File: src/rtl/mul.sv
// Sequential radix-2 shift-add multiplier producing the full 2*WIDTH-bit product
// of two operands, each independently signed or unsigned.
module mul #(
    parameter int unsigned WIDTH = 32
) (
    input  logic             i_clk,
    input  logic             i_rst,
    input  logic             i_start,
    input  logic [WIDTH-1:0] i_a,
    input  logic [WIDTH-1:0] i_b,
    input  logic             i_a_signed,
    input  logic             i_b_signed,
    output logic             o_busy,
    output logic             o_done,
    output logic             o_valid,
    output logic [WIDTH-1:0] o_lo,
    output logic [WIDTH-1:0] o_hi
);

    localparam int unsigned CNT_W = $clog2(WIDTH + 1);
    localparam logic [CNT_W-1:0] LAST_ITER = CNT_W'(WIDTH - 1);
    localparam logic [CNT_W-1:0] CNT_ONE = CNT_W'(1);

    localparam logic [1:0] ST_IDLE = 2'd0;
    localparam logic [1:0] ST_RUN  = 2'd1;
    localparam logic [1:0] ST_FIN  = 2'd2;

    logic [1:0]         state_q, state_d;
    logic [CNT_W-1:0]   cnt_q, cnt_d;
    logic [WIDTH-1:0]   mcand_q, mcand_d;
    logic [2*WIDTH-1:0] acc_q, acc_d;
    logic               neg_q, neg_d;
    logic               done_q, done_d;
    logic               valid_q, valid_d;
    logic [WIDTH-1:0]   lo_q, lo_d;
    logic [WIDTH-1:0]   hi_q, hi_d;

    logic               a_neg, b_neg;
    logic [WIDTH-1:0]   a_mag, b_mag;
    logic [WIDTH:0]     step_sum;
    logic [2*WIDTH-1:0] acc_step;
    logic [2*WIDTH-1:0] prod;

    // Most negative value negates to itself, which read unsigned is the exact magnitude.
    assign a_neg = i_a_signed & i_a[WIDTH-1];
    assign b_neg = i_b_signed & i_b[WIDTH-1];
    assign a_mag = a_neg ? -i_a : i_a;
    assign b_mag = b_neg ? -i_b : i_b;

    // Upper half accumulates partial products; lower half holds the remaining multiplier bits.
    assign step_sum = {1'b0, acc_q[2*WIDTH-1:WIDTH]} + {1'b0, mcand_q};
    assign acc_step = acc_q[0] ? {step_sum, acc_q[WIDTH-1:1]} : {1'b0, acc_q[2*WIDTH-1:1]};
    assign prod     = neg_q ? -acc_q : acc_q;

    always_comb begin
        state_d = state_q;
        cnt_d   = cnt_q;
        mcand_d = mcand_q;
        acc_d   = acc_q;
        neg_d   = neg_q;
        done_d  = 1'b0;
        valid_d = valid_q;
        lo_d    = lo_q;
        hi_d    = hi_q;
        if (i_start) begin
            mcand_d = a_mag;
            acc_d   = {{WIDTH{1'b0}}, b_mag};
            neg_d   = a_neg ^ b_neg;
            cnt_d   = '0;
            valid_d = 1'b0;
            state_d = ST_RUN;
        end else begin
            case (state_q)
                ST_RUN: begin
                    acc_d = acc_step;
                    cnt_d = cnt_q + CNT_ONE;
                    if (cnt_q == LAST_ITER) begin
                        state_d = ST_FIN;
                    end
                end
                ST_FIN: begin
                    {hi_d, lo_d} = prod;
                    done_d       = 1'b1;
                    valid_d      = 1'b1;
                    state_d      = ST_IDLE;
                end
                default: state_d = ST_IDLE;
            endcase
        end
    end

    always_ff @(posedge i_clk) begin
        if (i_rst) begin
            state_q <= ST_IDLE;
            cnt_q   <= '0;
            done_q  <= 1'b0;
            valid_q <= 1'b0;
            lo_q    <= '0;
            hi_q    <= '0;
        end else begin
            state_q <= state_d;
            cnt_q   <= cnt_d;
            done_q  <= done_d;
            valid_q <= valid_d;
            lo_q    <= lo_d;
            hi_q    <= hi_d;
        end
    end

    // Datapath registers carry no reset; they are only observed through the FSM.
    always_ff @(posedge i_clk) begin
        mcand_q <= mcand_d;
        acc_q   <= acc_d;
        neg_q   <= neg_d;
    end

    assign o_busy  = (state_q != ST_IDLE);
    assign o_done  = done_q;
    assign o_valid = valid_q;
    assign o_lo    = lo_q;
    assign o_hi    = hi_q;

endmodule

File: config.mk
export PLATFORM = sky130hd
export DESIGN_NAME = mul
export DESIGN_NICKNAME = d
export VERILOG_FILES = /design/src/rtl/mul.sv
export SDC_FILE = /design/constraint.sdc
export NUM_CORES = 1
export LEC_CHECK = 0
export CAP_MARGIN = 5
export CORE_ASPECT_RATIO = 1.2
export CORE_MARGIN = 2
export CORE_UTILIZATION = 58
export CTS_BUF_LIST = sky130_fd_sc_hd__clkbuf_8
export CTS_CLUSTER_SIZE = 25
export DETAILED_ROUTE_END_ITERATION = 10
export GPL_TIMING_DRIVEN = 0
export PLACE_DENSITY = 0.92
export SYNTH_ARGS = -nofsm -noshare
export SYNTH_HDL_FRONTEND = slang
export SYNTH_SLANG_ARGS = --single-unit
File: constraint.sdc
create_clock -name i_clk -period 3.9 [get_ports i_clk]
set_clock_uncertainty 0.2 [all_clocks]
set_input_delay 0.975 -clock i_clk [delete_from_list [all_inputs] [get_ports i_clk]]
set_output_delay 0.975 -clock i_clk [all_outputs]
set_load 0.03 [all_outputs]
# Word-level counts from Yosys, hierarchy flattened
# Cells that the tools add are included.
# classes
addsub	5
bitwise_logic	5
n_reduce_logical	5
n_eq_ne	4
mux	10
# ops
cell	n
$mux 32	4
$mux 64	2
$neg 32->32	2
$neg 64->64	1
$add 32x32->33	1
$add 6x1->6 const B	1
$eq 6x5->1 const B	1
$mux 1	4
$reduce_bool 2->1	2
$ne 3x3->1 const B	1
$reduce_or 3->1	1
$and 1x1->1	2
$eq 2x1->1 const B	1
$eq 2x2->1 const B	1
$not 1->1	2
$reduce_and 2->1	1
$reduce_or 2->1	1
$xor 1x1->1	1
# totals
inputBits	69
register_bits	171
output_inout_bits	67
word_cells	40

# Depth between registers and ports, before layout
# Gate-level depths: netlist of run 1.
# logic_depth
ltp_word	4
depth_mapped	11

# Worst setup path after synthesis of run 1
# OpenSTA, ideal clock, no wires.
# synth_timing
path_type	input port to flip-flop
from	input i_b[4]
to	register acc_q[25], data pin
n_path_buf	0
stages	6
slack_ps	695
setup_time_ps	270
t_arrival_ps	2734
cell_sequence	or3_1 > nor4_1 > nand4b_1 > o31ai_1 > xor2_1 > a21oi_1
# synth_between
elab_chain_len	3
# synth_lines
item	line	source
start: declaration	10	input logic [WIDTH-1:0] i_b,
$neg 32->32	48	assign b_mag = b_neg ? -i_b : i_b;
$mux 32	48	
$mux 32	65	if (i_start) begin
named net acc_d[25]	31	logic [2*WIDTH-1:0] acc_q, acc_d;
end signal: assignment	113	acc_q <= acc_d;
end: declaration	31	
# The timed path passes the listed nets, and every way through them passes these cells.
# A chain may end at the register's enable or synchronous reset.

# Worst setup path after layout of run 1
# layout_timing
from	input i_b[2]
to	register acc_q[29], data pin
# The elaborated chain is that of the path after synthesis.

==> flow_summary.toml, run 1 <==
[status]
status = "completed"

[worst_setup_path]
worstSetupStartpointType = "input pin"
critical_path.startpoint = "i_b[2]"
worst-path-buf-inv = 1
crit_fanout = 6
critical_path.top_delay_family = "simple AND/OR/NAND/NOR gates"
rrSetupSlack_ns = 0.27
reg2reg_from = "acc_q[0]"
cp_cell_sequence = "clkdlybuf4s50_1 -> or3_1 -> nor4_2 -> nand4b_1 -> o31ai_1 -> xor2_1 -> a21oi_1"
required_ns = 3.92
worst_path_max_delay_cell = "nor4_2"
critPathKind = "input pin to flip-flop"
slowest_delay_ns = 0.59
reg2reg_depth = 11
cp-end-kind = "flip-flop"
crit_arrival_ns = 3.73
rr_endpoint = "o_hi[16]"

[die]
start_util_pct = 58.57
ios = 136
chipHeight_um = 151.9
die_w_um = 127.2
placementRows = 54
coreArea_sq_um = 18040
fp.dieArea_sq_um = 19320

[sta]
period_share_pct = 95.06
max_freq_mhz = 269.7
final-hold-violation-count = 0
setup_viol = 0
fin_tns_setup_ns = 0
relSlewSlack_pct = 46.03
worst_slew_pin_slew_ns = 0.8078
rsz0062_at_grt = "no"
slew_viol_final = 0
fin_crit_ns = 3.707

[detailed_routing]
vias_per_cell = 6.379
drt_iter0_markers = 1262
drc_errors = 0
wl_per_cell_um = 18.49
vias = 10397
routed_wl_um = 30140
dr.pass1.iters = 6
final_antenna_net_count = 0

[synthesis]
synth_edf_count = 65
synth_mux_area_share_pct = 1.835
syn_area_per_cell_sq_um = 8.521
synth_fa_ha_area_share_pct = 4.452
synth-main-ff-cell = "dfxtp_1"
synth_compound_gate_area_share_pct = 21.22
synthSimpleGateAreaFrac_pct = 18.70
syn_inst = 1240
async_flop_share_pct = 0
synth_area_leaders = "dfxtp_1 (20%), edfxtp_1 (18%), xor2_1 (6.9%), nor2_1 (5.6%), a21oi_1 (5.4%)"
synth_xor_area_share_pct = 11.69
synth_top_cell_by_area = "dfxtp_1"
ys_seq_area_share_pct = 38.56
synth_warnings = 0
netlist_area_sq_um = 10570
synth_cell_types = 65
synth_top_family_by_area = "compound AO/OA/AOI/OAI gates"
ys_ff_latch = 171
syn_nets = 1346
yosys.area.top_type_share_pct = 20.08

[layout]
fin_util_pct = 69.80
antenna_cells = 0
area_growth_pct = 19.17
drive_gt1_share_pct = 3.912
fillers = 1371
seq_area_sq_um = 4074
final_nets = 1499
multiInputGateArea_sq_um = 6136

[clock_network]
cts_setup_buffers = 0
htree_num_levels = 4
cts_tree = "yes"
clock_latency_ns = 0.50
cts_made_buffers = 17
root_buffer = "clkbuf_8"
path_clk_slew_ns = 0.10
clkSinkCount = 171
clockBufferDepth = 2

[global_routing]
met2_usage_pct = 52.23
grt_pass1_vias = 9718
grt_pass1_wl_um = 47500
use_met3_pct = 4.296
grt.overflow.total = 0
grt_util_all_layers_pct = 30.52
grt_antenna_before_repair = 0
grt_busiest_layer = "met2"
grt_max_degree = 35
grtUsageMet1_pct = 36.71

[pwr]
p_per_area_nw_per_um2 = 356.6
power_leakage_uw = 0.004495
ir_worst_vdd_mv = 0.2325

[worst_hold_path]
hold_end = "o_hi[8]"
min_from = "o_hi[8]"
min_path_cells = 2
min_path_type = "flip-flop to flip-flop"

[place]
io_buffer_count = 134
hpwl_um = 23100
gp_congestion = 0.9862

[job]
maxCapViolations = 0
logic make-up after synthesis:
logic type / Yosys count
multiplexers: 19
AO/OA/AOI/OAI: 357
adder cells (fa/ha/maj): 37
AND/OR/NAND/NOR: 417
XOR/XNOR: 141
buffers and inverters: 98
flip-flops: 171
cell usage after synthesis (3+ instances only):
master     number
o211ai_1        4
or2_2           8
nor3b_1         4
nand4_1        10
nand2b_1       10
nor2_1        158
inv_1          25
o21a_1          5
nor2b_1         5
nor3_1         33
a211oi_1       64
a31oi_1        12
a2111oi_0       4
clkbuf_1       61
o31ai_1        25
or4_1           8
o22ai_1        14
buf_1          10
dfxtp_1       106
and2_1          7
and3_1         16
mux2i_1        16
or3_1          21
xor2_1         83
o41ai_1         9
nand3_1        10
ha_1           36
a21oi_1       115
nand2_1        98
mux2_2          3
xnor2_1        58
a221oi_1        4
a21o_1         10
a311oi_1        4
nor4_1         15
edfxtp_1       65
o21bai_1        3
o21ai_0        68
tightest hold or removal path: stages, from the launching register on:
cell and delay [ns]:
dfxtp_1 0.33, nand2_1 0.05, a21oi_1 0.05
power by group:
part	total (uW)	internal, uW	switching, uW	leakage, uW
Combinational	1140	466	674	0.00281
Clock	1230	474	753	0.000187
Sequential	2120	1980	141	0.00150
metrics by stage:
step / cell area, sq um / setup WS (ns) / cells / power (uW) / hold WS (ns)
after floorplan: 10570 / 0.6952 / 1240 / 2901 / 0.2535
after global placement: 12190 / -0.8254 / 1598 / 3216 / 0.2479
after detailed placement: 12190 / -0.9729 / 1598 / 3260 / 0.2509
after CTS: 12580 / 0.03898 / 1630 / 4449 / 0.2657
after global routing: 12590 / 0.1120 / 1630 / 4659 / 0.2976
final: 12590 / 0.1926 / 1630 / 4490 / 0.2640
metal layers:
metal / wire, um / part of all wire [%]
met5: 0 / 0
met2: 14760 / 49
met1: 11170 / 37
met4: 1671 / 5.5
met3: 2531 / 8.4
placed cells by master (no fill, tap or decap), types with 4 or more instances in the layout:
| cell | n |
|---|---|
| a221oi_1 | 4 |
| ha_1 | 36 |
| o21ai_0 | 68 |
| inv_1 | 24 |
| inv_8 | 4 |
| nor4_1 | 13 |
| nor3_1 | 33 |
| or4_1 | 8 |
| dfxtp_1 | 106 |
| or3_1 | 21 |
| o21a_1 | 5 |
| or2_2 | 8 |
| clkinvlp_4 | 4 |
| a21oi_1 | 115 |
| clkbuf_8 | 17 |
| nand3_1 | 10 |
| a31oi_1 | 12 |
| mux2i_1 | 16 |
| o22ai_1 | 14 |
| nand2b_1 | 10 |
| nand4_1 | 10 |
| a2111oi_0 | 4 |
| nor2_1 | 158 |
| nor2b_1 | 5 |
| nor3b_1 | 4 |
| clkdlybuf4s50_1 | 133 |
| and2_1 | 7 |
| o41ai_1 | 9 |
| xnor2_1 | 58 |
| and3_1 | 16 |
| clkbuf_1 | 61 |
| buf_1 | 10 |
| a211oi_1 | 64 |
| o211ai_1 | 4 |
| xor2_1 | 83 |
| nand2_1 | 98 |
| a21o_1 | 10 |
| edfxtp_1 | 65 |
| o31ai_1 | 25 |
registers in the layout (all words and copies together) (netlist names):
name	flops
state_q	2
o_valid	1
o_done	1
o_lo	32
acc_q	64
mcand_q	32
o_hi	32
cnt_q	6
neg_q	1
what timing repair did:
action                                  4_1_cts  5_1_grt
hold buffers                                  0        0
gates resized for setup                       2        3
endpoints found under the setup margin      141        9
layout make-up:
type / count / share of cell area [%]
multi-input cells: 971 / 48.73
flip-flops and latches: 171 / 32.35
repair buffers: 134 / 10.61
well taps: 224 / 2.226
plain buffers: 72 / 2.206
clock buffers: 17 / 1.858
clock inverters: 15 / 1.212
inverters: 26 / 0.8048
worst max-delay path by stage:
stage	end	slack, ns	cells past startpoint
final	acc_q[29]	0.19	7
after CTS	acc_q[29]	0.04	7
after global routing	o_hi[16]	0.11	11
after detailed placement	acc_q[20]	-0.97	4
after floorplan	acc_q[25]	0.70	6
after global placement	acc_q[22]	-0.83	4
Power figures use the tool's default switching activity.
==> inputs of run 2 (changes only) <==
--- a/config.mk
+++ b/config.mk
@@ -17,3 +17,4 @@
 export SYNTH_ARGS = -nofsm -noshare
 export SYNTH_HDL_FRONTEND = slang
 export SYNTH_SLANG_ARGS = --single-unit
+export TNS_END_PERCENT = 30
==> results of run 2 <==
Final layout, timing and power as in run 1 (identical DEF).
